[config.mk]
export PLATFORM = sky130hd
export DESIGN_NAME = ddr_a2m_rd_err_resp
export DESIGN_NICKNAME = d
export VERILOG_FILES = /design/src/rtl/ddr_a2m_rd_err_resp.sv
export SDC_FILE = /design/constraint.sdc
export NUM_CORES = 1
export LEC_CHECK = 0
export CORE_MARGIN = 2
export CORE_UTILIZATION = 33
export DETAILED_ROUTE_END_ITERATION = 7
export PLACE_DENSITY_LB_ADDON = 0.2
export SLEW_MARGIN = 5
export SYNTH_ARGS = -nofsm -noshare
export SYNTH_HDL_FRONTEND = slang
export SYNTH_SLANG_ARGS = --single-unit
[constraint.sdc]
create_clock -name aclk_i -period 2.1 [get_ports aclk_i]
set_clock_uncertainty 0.2 [all_clocks]
set_input_delay 0.315 -clock aclk_i [delete_from_list [all_inputs] [get_ports aclk_i]]
set_output_delay 0.315 -clock aclk_i [all_outputs]
set_load 0.005 [all_outputs]
[src/rtl/ddr_a2m_rd_err_resp.sv]
// Read error responder: absorbs AR requests flagged as unsupported and returns
// ARLEN+1 SLVERR beats locally. Optional accept counter: DDR_A2M_RERR_CNT_EN.
//
// state  | meaning
// S_IDLE | ready for a flagged request, no R beat presented
// S_RESP | presenting SLVERR beats until the RLAST handshake
module ddr_a2m_rd_err_resp #(
    parameter int P_ID_W   = 8,
    parameter int P_DATA_W = 128
) (
    input  logic                aclk_i,
    input  logic                aresetn_i,
    input  logic                err_valid_i,
    output logic                err_ready_o,
    input  logic [P_ID_W-1:0]   err_id_i,
    input  logic [7:0]          err_len_i,
    output logic                rvalid_o,
    input  logic                rready_i,
    output logic [P_ID_W-1:0]   rid_o,
    output logic [P_DATA_W-1:0] rdata_o,
    output logic [1:0]          rresp_o,
    output logic                rlast_o,
    output logic                err_busy_o
`ifdef DDR_A2M_RERR_CNT_EN
    ,
    output logic [15:0]         err_cnt_o
`endif
);

    typedef enum logic {
        S_IDLE = 1'b0,
        S_RESP = 1'b1
    } state_t;

    state_t              state_q;
    logic [7:0]          rem_q;
    logic [P_ID_W-1:0]   id_q;
    logic                rlast_q;

    always_ff @(posedge aclk_i or negedge aresetn_i) begin
        if (!aresetn_i) begin
            state_q <= S_IDLE;
            rem_q   <= '0;
            id_q    <= '0;
            rlast_q <= 1'b0;
        end else begin
            case (state_q)
                S_IDLE: begin
                    if (err_valid_i) begin
                        state_q <= S_RESP;
                        rem_q   <= err_len_i;
                        id_q    <= err_id_i;
                        rlast_q <= (err_len_i == 8'd0);
                    end
                end
                S_RESP: begin
                    if (rready_i) begin
                        if (rem_q == 8'd0) begin
                            state_q <= S_IDLE;
                            rlast_q <= 1'b0;
                        end else begin
                            rem_q   <= rem_q - 8'd1;
                            // RLAST is pre-computed so it is a flop output
                            rlast_q <= (rem_q == 8'd1);
                        end
                    end
                end
                default: state_q <= S_IDLE;
            endcase
        end
    end

    assign err_ready_o = (state_q == S_IDLE);
    assign rvalid_o    = (state_q == S_RESP);
    assign err_busy_o  = (state_q == S_RESP);
    assign rid_o       = id_q;
    assign rdata_o     = '0;
    assign rresp_o     = (state_q == S_RESP) ? 2'b10 : 2'b00;
    assign rlast_o     = rlast_q;

`ifdef DDR_A2M_RERR_CNT_EN
    logic [15:0] err_cnt_q;

    always_ff @(posedge aclk_i or negedge aresetn_i) begin
        if (!aresetn_i) begin
            err_cnt_q <= '0;
        end else if (err_valid_i && (state_q == S_IDLE) && (err_cnt_q != 16'hFFFF)) begin
            err_cnt_q <= err_cnt_q + 16'd1;
        end
    end

    assign err_cnt_o = err_cnt_q;
`endif

endmodule

==> results by group <==
Timing
  – Fin crit share: 0.927
  – Min Tclk post-route: between 1.5 and 2 ns
  – Sum Neg Setup Slack: 0 ns
  – Final count of hold timing violations: 0
  – Worst setup margin: roughly 0.15 ns
  – Count of final setup violators: 0
  – RSZ-0062 raised after global routing: false
  – Slew Viols, Final: 0
  – Fmax: roughly 510 MHz

Layout
  – Filler Cells Inserted: roughly 640
  – Fin nets: 303
  – Most common cell after layout, fill and taps aside: conb_1
  – Most frequent cells in the layout: conb_1, clkdlybuf4s50_1, nand2_1, dfrtp_1, buf_4
  – Final instance area: between 0.0015 and 0.002 mm2
  – # diodes: 0
  – P&R area growth vs syn: 0.316%
  – FF+latch area: ~450 um2
  – Share of cells above drive strength 1: 0.0863
  – Multi-input gate area: approximately 980 um2

Yosys
  – Post-synth ARST share: 1.00
  – Mapped cell area: roughly 0.002 mm2
  – Post-synth EDFFs: 0
  – Top FF cell, synth: dfrtp_1
  – Flip-flop and latch count after synthesis: 18
  – Post-Synth XOR/XNOR Area: 0
  – Largest family of logic cells by synthesized area: buffers and inverters
  – Synth Area in Compound Gates: 0.0606
  – Post-synth top area share: 0.496
  – Post-synthesis sequential area ratio: 0.227
  – Adder-Cell Fraction of Synth Area: 0.0189
  – Synth Warn #: 0
  – Mux contribution to synthesized area: 0.0259
  – Area leader, netlist: buf_4
  – Synth unique cells: 35
  – Syn avg cell area: 8.29 um2
  – Synth top area cells: buf_4, dfrtp_1, nand2_1
  – Synth Area in Simple Gates: 0.145
  – Post-synthesis cell count: roughly 240

Global routing
  – Largest net degree at the start of global routing: 19
  – First-pass GRT wire length: approximately 4700 um
  – Gr usage total: 0.0935
  – Vias in the first global route: 963
  – Remaining Overflow, GRT: 0
  – Initial antenna violation count: 0

Die
  – Num ports: ~160
  – Die Wd: between 80 and 90 um
  – Rows: 28
  – Core area: a little under 0.006 mm2
  – Die Footprint: 0.00664 mm2
  – Initial core utilization: 0.339
  – DIE HEIGHT: 81.5 um

Drt
  – Wire length per cell: ~9.6 um
  – Drt first pass iters: 4
  – Drt initial violations: 48
  – Post-route ant nets: 0
  – Overall routed net length: 3390 um
  – Total number of vias: roughly 1.3k
  – # DRC: 0
  – Vias per cell: between 3 and 4

Worst setup path
  – Kind of end point of the critical path: flop
  – WS Path Type: reg -> reg
  – Startpoint Class: flop
  – Maximum fanout along the worst path: 4
  – Worst Path Arrival: around 1.9 ns
  – Critical Path RT: slightly above 2 ns

Clock network
  – Setup repair bufs after CTS: 0
  – Reg clk slew, reported paths: approximately 0.07 ns
  – CTS buffer count: 3
  – Hold buffer count at cts: 0
  – Clock root buffer: clkbuf_8
  – CTS Sinks: 18
  – CTS tree: done
  – H-tree depth: 1
  – Worst-case clock buffer depth: 2
  – Worst-Skew Late Latency: around 0.26 ns
  – PostCTS Resize Cnt: 0

Pwr
  – Pwr dens: 764 mW/mm2
  – Design Power: 1.52 mW
  – Leak: 1.06 nW
  – VDD IR-drop max: 0.462 mV

Placed design
  – Hpwl dp: 2670 um
  – Post-DP Area: approximately 0.002 mm2
  – RD Place Congestion: 0.891
  – Port bufs: 32
  – Place WS: around 0.14 ns

Job
  – Max_cap viols: 0

Hold path
  – Worst hold path class: in -> async

Outcome
  – Outcome: finished, final reports clean
per-layer routing:
layer / track usage / wire [um] / part of all wire
met1: 0.120 / 1350 / 0.40
met2: 0.145 / 1600 / 0.47
met3: 0.0363 / 400 / 0.12
met4: 0.0271 / 45 / 0.013
met5: 0 / 0 / 0
final cells by class:
type,instances,share of cell area
flip-flops and latches,18,0.227
well taps,75,0.0472
multi-input cells,210,0.493
repair buffers,44,0.206
inverters,3,0.00566
clock buffers,3,0.0208
synthesized netlist by cell type, types with 2 or more instances:
| cell type | number |
|---|---|
| buf_4 | 131 |
| and4_2 | 3 |
| a21oi_1 | 2 |
| clkbuf_1 | 3 |
| o21ai_0 | 2 |
| nor4_1 | 3 |
| o32ai_1 | 3 |
| dfrtp_1 | 18 |
| nand2_1 | 30 |
| nor3_1 | 7 |
| nor2_1 | 6 |
| inv_1 | 2 |
| nand3_1 | 2 |
| ha_1 | 3 |
| mux2i_1 | 4 |
power breakdown:
group | internal (mW) | switching (mW)
Sequential | 0.470 | 0.0995
Combinational | 0.373 | 0.325
Clock | 0.128 | 0.124
worst max-delay path: stages, from the launching register on:
cell,delay [ns]
dfrtp_1,0.41
inv_1,0.09
ha_1,0.17
or3b_2,0.47
nor3_1,0.19
and4_2,0.25
nor3_1,0.04
flip-flops by register name (all words and copies together), names as in the netlist:
| signal | cells |
|---|---|
| rem_q | 8 |
| rlast_o | 1 |
| err_busy_o | 1 |
| rid_o | 8 |
stage by stage:
stage          instances   util  hold slack [ns]
6_report             353  0.340            0.180
3_5_place_dp         350  0.333            0.265
4_1_cts              353  0.340            0.196
3_3_place_gp         350  0.333            0.257
5_1_grt              353  0.340            0.236
2_1_floorplan        367      -           -0.181
final timing paths:
path                           start        to  slack (ns)  cells past startpoint
setup / recovery            rem_q[1]  rem_q[6]        0.15                      6
hold / removal             aresetn_i  rem_q[6]        0.18                      2
setup reg to reg            rem_q[1]  rem_q[6]        0.15                      6
hold reg to reg             rid_o[4]  rid_o[4]        0.27                      2
max in group asynchronous  aresetn_i  rem_q[0]        1.30                      2
min in group aclk_i         rid_o[4]  rid_o[4]        0.27                      2
kinds of logic after synthesis:
kind of cell / after synthesis
multiplexers: 5
other: 1
adder cells (fa/ha/maj): 3
buffers and inverters: 139
flip-flops: 18
AO/OA/AOI/OAI: 15
AND/OR/NAND/NOR: 58
(Power assumes the default switching activity.)
